### config.mk
export PLATFORM = sky130hd
export DESIGN_NAME = genius_sequence_game
export DESIGN_NICKNAME = d
export VERILOG_FILES = /design/src/rtl/genius_sequence_game_pkg.sv /design/src/rtl/genius_sequence_game_hex7seg.sv /design/src/rtl/genius_sequence_game.sv
export SDC_FILE = /design/constraint.sdc
export NUM_CORES = 1
export LEC_CHECK = 0
export ABC_AREA = 1
export BUFFER_PORTS_ARGS = -buffer_cell sky130_fd_sc_hd__buf_2
export CORE_MARGIN = 2
export CORE_UTILIZATION = 55
export CTS_BUF_LIST = sky130_fd_sc_hd__clkbuf_16
export DETAILED_ROUTE_END_ITERATION = 10
export HOLD_SLACK_MARGIN = 0.08
export PLACE_DENSITY_LB_ADDON = 0.1
export SYNTH_ARGS = -nofsm -noshare
export SYNTH_HDL_FRONTEND = slang
export SYNTH_HIERARCHICAL = 1
export SYNTH_SLANG_ARGS = --single-unit
### constraint.sdc
create_clock -name clock -period 5.4 [get_ports clock]
set_clock_uncertainty 0.1 [all_clocks]
set_input_delay 0.81 -clock clock [delete_from_list [all_inputs] [get_ports clock]]
set_output_delay 0.81 -clock clock [all_outputs]
set_load 0.005 [all_outputs]
### src/rtl/genius_sequence_game_pkg.sv
// Shared definitions for the Genius memory game: state codes, timing defaults, fixed first play.
package genius_sequence_game_pkg;

  typedef enum logic [3:0] {
    INICIAL        = 4'h0,
    PREPARACAO     = 4'h1,
    EXIBE          = 4'h2,
    ESPERA         = 4'h3,
    REGISTRA       = 4'h4,
    COMPARA        = 4'h5,
    PROXIMA        = 4'h6,
    ESPERA_ADD     = 4'h7,
    REGISTRA_ADD   = 4'h8,
    ESCREVE        = 4'h9,
    AUMENTA_LIMITE = 4'hA,
    FIM_ACERTO     = 4'hB,
    FIM_ERRO       = 4'hC,
    FIM_TIMEOUT    = 4'hD
  } estado_t;

  localparam int EXIBE_CICLOS_DEF   = 2000;
  localparam int TIMEOUT_CICLOS_DEF = 5000;
  localparam int TIMER_W            = 13;
  localparam logic [3:0] PRIMEIRA_JOGADA = 4'b0001;

  function automatic logic is_final(estado_t e);
    return (e == FIM_ACERTO) || (e == FIM_ERRO) || (e == FIM_TIMEOUT);
  endfunction

endpackage

### src/rtl/genius_sequence_game_hex7seg.sv
// 4-bit value to active-low gfedcba 7-segment pattern; purely combinational.
module hex7seg (
  input  logic [3:0] hex_i,
  output logic [6:0] seg_o
);

  always_comb begin
    case (hex_i)
      4'h0: seg_o = 7'b1000000;
      4'h1: seg_o = 7'b1111001;
      4'h2: seg_o = 7'b0100100;
      4'h3: seg_o = 7'b0110000;
      4'h4: seg_o = 7'b0011001;
      4'h5: seg_o = 7'b0010010;
      4'h6: seg_o = 7'b0000010;
      4'h7: seg_o = 7'b1111000;
      4'h8: seg_o = 7'b0000000;
      4'h9: seg_o = 7'b0010000;
      4'hA: seg_o = 7'b0001000;
      4'hB: seg_o = 7'b0000011;
      4'hC: seg_o = 7'b1000110;
      4'hD: seg_o = 7'b0100001;
      4'hE: seg_o = 7'b0000110;
      default: seg_o = 7'b0001110;
    endcase
  end

endmodule

### src/rtl/genius_sequence_game.sv
// Genius/Simon game: datapath (address/limit counters, 16x4 play RAM, shared timer) plus control FSM.
// A play takes effect a few cycles after the press edge; buttons are only sampled while waiting (states 3/7).
module genius_sequence_game
  import genius_sequence_game_pkg::*;
#(
  parameter int EXIBE_CICLOS   = EXIBE_CICLOS_DEF,
  parameter int TIMEOUT_CICLOS = TIMEOUT_CICLOS_DEF
) (
  input  logic       clock,
  input  logic       reset,
  input  logic       jogar,
  input  logic [3:0] botoes,
  input  logic [1:0] configuracao,
  output logic       ganhou,
  output logic       perdeu,
  output logic       pronto,
  output logic [2:0] leds,
  output logic       timeout,
  output logic       db_igual,
  output logic [6:0] db_contagem,
  output logic [6:0] db_memoria,
  output logic [6:0] db_estado,
  output logic [6:0] db_jogadafeita,
  output logic       db_clock,
  output logic       db_iniciar,
  output logic       db_tem_jogada,
  output logic       db_timeout,
  output logic       db_fimRodada,
  output logic       db_zeraCL
);

  estado_t              estado_q, estado_d;
  logic [3:0]           endereco_q, limite_q, jogada_q, botoes_prev_q;
  logic [1:0]           cfg_q;
  logic [TIMER_W-1:0]   timer_q, timer_d;
  logic [3:0]           ram_q [0:15];

  logic [3:0] mem_rd, max_lim;
  logic       tem_jogada, igual, fim_rodada, exibe_fim, timeout_fim;
  logic       zera_cl, conta_e, ld_jog, ld_add, escreve, conta_lim, ld_cfg;

  assign mem_rd      = (endereco_q == 4'd0) ? PRIMEIRA_JOGADA : ram_q[endereco_q];
  assign igual       = (jogada_q == mem_rd);
  assign fim_rodada  = (endereco_q == limite_q);
  assign max_lim     = cfg_q[0] ? 4'd3 : 4'd15;
  assign tem_jogada  = (botoes != 4'd0) && (botoes_prev_q == 4'd0);
  assign exibe_fim   = (timer_q == TIMER_W'(EXIBE_CICLOS - 1));
  assign timeout_fim = (timer_q == TIMER_W'(TIMEOUT_CICLOS - 1));

  // Any state change restarts the shared timer, so 2/3/7 each begin counting from zero.
  assign timer_d = (estado_d != estado_q) ? '0 : timer_q + 1'b1;

  always_ff @(posedge clock) begin
    if (!reset) estado_q <= INICIAL;
    else        estado_q <= estado_d;
  end

  always_comb begin
    estado_d = estado_q;
    case (estado_q)
      INICIAL:        if (jogar) estado_d = PREPARACAO;
      PREPARACAO:     estado_d = EXIBE;
      EXIBE:          if (exibe_fim) estado_d = ESPERA;
      ESPERA: begin
        if (tem_jogada)                  estado_d = REGISTRA;
        else if (timeout_fim && cfg_q[1]) estado_d = FIM_TIMEOUT;
      end
      REGISTRA:       estado_d = COMPARA;
      COMPARA: begin
        if (!igual)                                estado_d = FIM_ERRO;
        else if (fim_rodada && limite_q == max_lim) estado_d = FIM_ACERTO;
        else if (fim_rodada)                       estado_d = ESPERA_ADD;
        else                                       estado_d = PROXIMA;
      end
      PROXIMA:        estado_d = ESPERA;
      ESPERA_ADD: begin
        if (tem_jogada)                  estado_d = REGISTRA_ADD;
        else if (timeout_fim && cfg_q[1]) estado_d = FIM_TIMEOUT;
      end
      REGISTRA_ADD:   estado_d = ESCREVE;
      ESCREVE:        estado_d = AUMENTA_LIMITE;
      AUMENTA_LIMITE: estado_d = ESPERA;
      FIM_ACERTO, FIM_ERRO, FIM_TIMEOUT: if (jogar) estado_d = PREPARACAO;
      default:        estado_d = INICIAL;
    endcase
  end

  always_comb begin
    zera_cl   = (estado_q == PREPARACAO);
    conta_e   = (estado_q == PROXIMA);
    ld_jog    = (estado_q == REGISTRA);
    ld_add    = (estado_q == REGISTRA_ADD);
    escreve   = (estado_q == ESCREVE);
    conta_lim = (estado_q == AUMENTA_LIMITE);
    ld_cfg    = jogar && ((estado_q == INICIAL) || is_final(estado_q));
    leds      = {estado_q == EXIBE, estado_q == ESPERA_ADD, estado_q == ESPERA};
    ganhou    = (estado_q == FIM_ACERTO);
    perdeu    = (estado_q == FIM_ERRO) || (estado_q == FIM_TIMEOUT);
    timeout   = (estado_q == FIM_TIMEOUT);
    pronto    = is_final(estado_q);
  end

  always_ff @(posedge clock) begin
    if (!reset) begin
      endereco_q    <= '0;
      limite_q      <= '0;
      jogada_q      <= '0;
      cfg_q         <= '0;
      timer_q       <= '0;
      botoes_prev_q <= '0;
    end else begin
      botoes_prev_q <= botoes;
      timer_q       <= timer_d;
      if (ld_cfg) cfg_q <= configuracao;
      if (zera_cl) begin
        endereco_q <= '0;
        limite_q   <= '0;
        jogada_q   <= '0;
      end
      if (conta_e) endereco_q <= endereco_q + 4'd1;
      if (ld_jog)  jogada_q   <= botoes;
      if (ld_add) begin
        jogada_q   <= botoes;
        endereco_q <= limite_q + 4'd1;
      end
      if (conta_lim) begin
        limite_q   <= limite_q + 4'd1;
        endereco_q <= '0;
      end
    end
  end

  // Play memory is deliberately not reset; address 0 is never written.
  always_ff @(posedge clock) begin
    if (escreve) ram_q[endereco_q] <= jogada_q;
  end

  hex7seg u_seg_cont (.hex_i(endereco_q), .seg_o(db_contagem));
  hex7seg u_seg_mem  (.hex_i(mem_rd),     .seg_o(db_memoria));
  hex7seg u_seg_est  (.hex_i(estado_q),   .seg_o(db_estado));
  hex7seg u_seg_jog  (.hex_i(jogada_q),   .seg_o(db_jogadafeita));

  assign db_igual      = igual;
  assign db_clock      = clock;
  assign db_iniciar    = jogar;
  assign db_tem_jogada = tem_jogada;
  assign db_timeout    = timeout_fim;
  assign db_fimRodada  = fim_rodada;
  assign db_zeraCL     = zera_cl;

endmodule

=== Word-level counts from Yosys, hierarchy flattened ===
Memories as Yosys holds them, arrays and structs flattened. A register that Yosys moved wholly into a read port is not among the register bits.
Index checks and enable logic that the tools add are counted.

* Add/sub/neg operators: 3
* Equal/unequal tests: 19
* Muxes and demuxes: 26
* Bitwise operators: 1
* Reductions and logical operators: 19

{| class="wikitable"
|+ Operator list
! operator !! count
|-
| two-way mux 4 bit || 22
|-
| one-hot mux 4 bit (10 select lines) || 1
|-
| == test 4 bit, second input constant || 6
|-
| == test 4 x 3 -> 1 bit, second input constant || 4
|-
| adder 13 x 1 -> 13 bit, second input constant || 1
|-
| == test 13 x 11 -> 1 bit, second input constant || 1
|-
| == test 13 bit, second input constant || 1
|-
| == test 4 bit || 3
|-
| zero test 4 bit || 3
|-
| adder 4 x 1 -> 4 bit, second input constant || 2
|-
| == test 4 x 2 -> 1 bit, second input constant || 2
|-
| nonzero test 3 bit || 2
|-
| OR reduction 2 bit || 3
|-
| == test 4 x 1 -> 1 bit, second input constant || 1
|-
| logical AND 1 bit || 4
|-
| logical OR 1 bit || 4
|-
| != test 4 bit || 1
|-
| nonzero test 4 bit || 1
|-
| OR reduction 4 bit || 1
|-
| two-way mux 1 bit || 3
|-
| nonzero test 2 bit || 1
|-
| inverter 1 bit || 1
|}

* Bits in registers: 35
* Bits in writable memories: 64
* Bits in read-only memories: 448
* Input port bits: 9
* Output and inout port bits: 42
* Word-level logic and storage cells: 80
* Memories kept: 5

{| class="wikitable"
|+ Memories
! name !! words !! width !! read ports !! clocked after memory_dff !! wr ports !! line !! source
|-
| (name not given) || 16 || 7 || 1 || 1 || 0 || genius_sequence_game_hex7seg.sv:8 || <nowiki>case (hex_i)</nowiki>
|-
| (name not given) || 16 || 7 || 1 || 1 || 0 || genius_sequence_game_hex7seg.sv:8 ||
|-
| (name not given) || 16 || 7 || 1 || 1 || 0 || genius_sequence_game_hex7seg.sv:8 ||
|-
| (name not given) || 16 || 7 || 1 || 0 || 0 || genius_sequence_game_hex7seg.sv:8 ||
|-
| ram_q || 16 || 4 || 1 || 1 || 1 || genius_sequence_game.sv:36 || <nowiki>logic [3:0] ram_q [0:15];</nowiki>
|}

=== Logic depth before layout (Yosys ltp) ===
* Depth after elaboration: 8
* Depth in mapped cells: 22
* Depth with buffers taken out: 19

=== Modules after synthesis ===
Netlist, hierarchy kept.

{| class="wikitable"
|+ Modules (own cells, without submodules)
! module !! times used !! cells each !! area each (um^2) !! seq. area each (um^2)
|-
| genius_sequence_game || 1 || 610 || 5064.9 || 2702.6
|-
| hex7seg || 4 || 49 || 274.0 || 0.0
|}

==> run metrics <==
CTS hold repair buffers=0; Die Wd=110 um; total routed wirelength=13,500 um; metal3 WL=635 um; Post-CTS Setup Repair Bufs=0; P_leak=0.00312 uW; Worst VDD drop=0.161 mV; register area=2700 sq um; P&R area growth vs syn=9.65%; Hold Path Cell Cnt=1; crit path DAT=3060 ps; Routability Congestion=0.904; largest net degree at the start of global routing=32; via count of the first global-routing pass=4,883; RSZ-0062 raised after global routing=no; FILL cells=963; Power Density=248 nW/um^2; MaxCap Viol Count=0; I/O pin total=51; CP startpoint kind=clock port; drt wl/cell=13.6 um; Avg Vias per Cell=5.22; most frequent cell after synthesis=nand2_1; cell chain of the critical path=clkbuf_16 > clkbuf_16 > buf_2; worst setup path class=clk -> out; routed length on met1=5880 um; switch share=0.231; Max stage delay on crit path=120 ps; top cell type by total area after synthesis=edfxtp_1; Internal=1290 uW; Final Max Tran Viols=0; switching power=387 uW; syn nets=849; most used cell, CP=clkbuf_16; synth warn=6; Seq cells post-synth=103; Final Core Density=0.620; Combinational Power Share=0.069; cell area after synthesis=6160 sq um; uppermost layer routed=met4; area share of the leading cell type in the synthesized netlist=0.312; Post-synth EDFFs=64; Post-Syn Instances=806; Core Area=10,900 sq um; Max FO, Critical Path=2; slew at the pin closest to its max-slew limit=1110 ps; Reg2Reg Depth=18; TNS Setup=0 ps; via count=5,178; initial antenna violation count=0; Clock Latency Late Sink=450 ps; crit path max-delay cell type=clkbuf_16; Total GRT Usage=0.237; IO buf count=50; sequential-to-total area share from yosys stat=0.439; # resized after CTS=0; grt total ovfl=0; # rows=38; number of DRC markers in iteration 0=329; Setup crit end kind=output port; Post-synth top flop=edfxtp_1; Critical Path RT=4490 ps; Clk pin slew, worst setup/hold paths=70 ps; Post-Syn Area per Cell=7.64 sq um; Seq pwr share=0.507; share of cells above drive strength 1=0.117; Slew Limit Headroom=0.260; CTS tree=built; number of remaining DRC errors=0; drt first pass iters=6; Final Hold Viols=0; starting density of the core=0.566; Clk pwr share=0.424; Hold Path Class=reg -> reg; Final ANT Viol Nets=0; ys async rst share=0; chip height=110 um; Synth top cells by count=nand2_1 (246), inv_1 (119), nand3_1 (111), edfxtp_1 (64), nor2_1 (57); Yosys cell types=33; first-pass GRT wire length=22,100 um; status=complete, no violations; Antenna diodes=0; met2 wire length=6710 um; Synth area leaders=edfxtp_1 (31%), nand2_1 (15%), dfxtp_1 (13%); area occupied by multi-input gates=2780 sq um; DP HPWL=9650 um; Layout Nets=890; final setup fails=0; die area=12,100 sq um
[final cells by class]
type                    count  area share
multi-input cells         551       0.412
flip-flops and latches    103       0.400
inverters                 126      0.0708
clock buffers              13      0.0452
repair buffers             52      0.0396
well taps                 140      0.0259
clock inverters             7     0.00685
[layer usage]
metal  up-vias  GRT usage
li1       2650          -
met1      2370      0.289
met2       136      0.410
met3        22     0.0409
met4         0      0.101
met5         -          0
[worst paths after layout]
check                              from                    end  slack (ps)
setup reg to reg              flip-flop  timer_q[7]$_SDFF_PP0_        2310
setup / recovery                  clock               db_clock        1430
hold / removal    timer_q[0]$_SDFF_PP0_  timer_q[0]$_SDFF_PP0_         360
hold reg to reg   timer_q[0]$_SDFF_PP0_  timer_q[0]$_SDFF_PP0_         360
[state kept, by name (all words and copies together), names as in the netlist, named ones only]
name and count:
limite_q 4, ram_q 64, estado_q 4, endereco_q 4, timer_q 13, jogada_q 4, botoes_prev_q 4, cfg_q 2
[worst max-delay path: cells and delay by family]
kind                   cells  cell delay, ps
buffers and inverters      3             350
[layout by cell type, fill, tap and decap left out, types with 2 or more instances in the layout]
master	netlist	layout
inv_6	0	2
nand2_2	2	2
a31oi_1	2	2
inv_2	5	5
xor2_1	14	14
nand3_1	111	111
o21ai_0	13	13
o21ai_2	4	4
nand2_1	246	246
nand3_2	3	3
nor3_1	8	8
inv_1	119	119
nor2_2	13	13
buf_2	7	50
nor4_1	7	7
ha_1	34	34
clkinv_1	0	2
o21ai_1	5	5
clkbuf_16	0	12
nor2_1	57	57
inv_4	2	2
buf_4	7	3
edfxtp_1	64	64
o211ai_1	2	2
a21oi_1	17	17
dfxtp_1	39	39
nand4_1	6	6
[kinds of logic (layout without fill, tap and decap cells)]
kind of cell / after synthesis / after routing / synth area share
fa+ha+maj: 34 / 34 / 0.0690
simple gates: 455 / 455 / 0.317
flops: 103 / 103 / 0.439
xor+xnor: 15 / 15 / 0.0213
buf+inv: 152 / 198 / 0.110
compound gates: 47 / 47 / 0.0443
[through the flow]
step	setup slack, ps	total power (uW)	std cells	hold slack, ps	area, sq um
6_report	1430	1670	992	355	6760
2_1_floorplan	1680	961	806	327	6160
4_1_cts	1430	1690	992	363	6760
3_5_place_dp	1690	991	973	344	6410
5_1_grt	1230	1740	992	389	6760
3_3_place_gp	1690	988	973	339	6410
[power by group through the flow]
stage | registers (uW) | logic [uW] | clock network, uW
after floorplan | 862 | 87.0 | 12.0
after global placement | 866 | 114 | 8.04
after detailed placement | 866 | 117 | 8.04
after CTS | 848 | 117 | 724
after global routing | 850 | 133 | 754
final | 848 | 116 | 710
(Power assumes the default switching activity.)
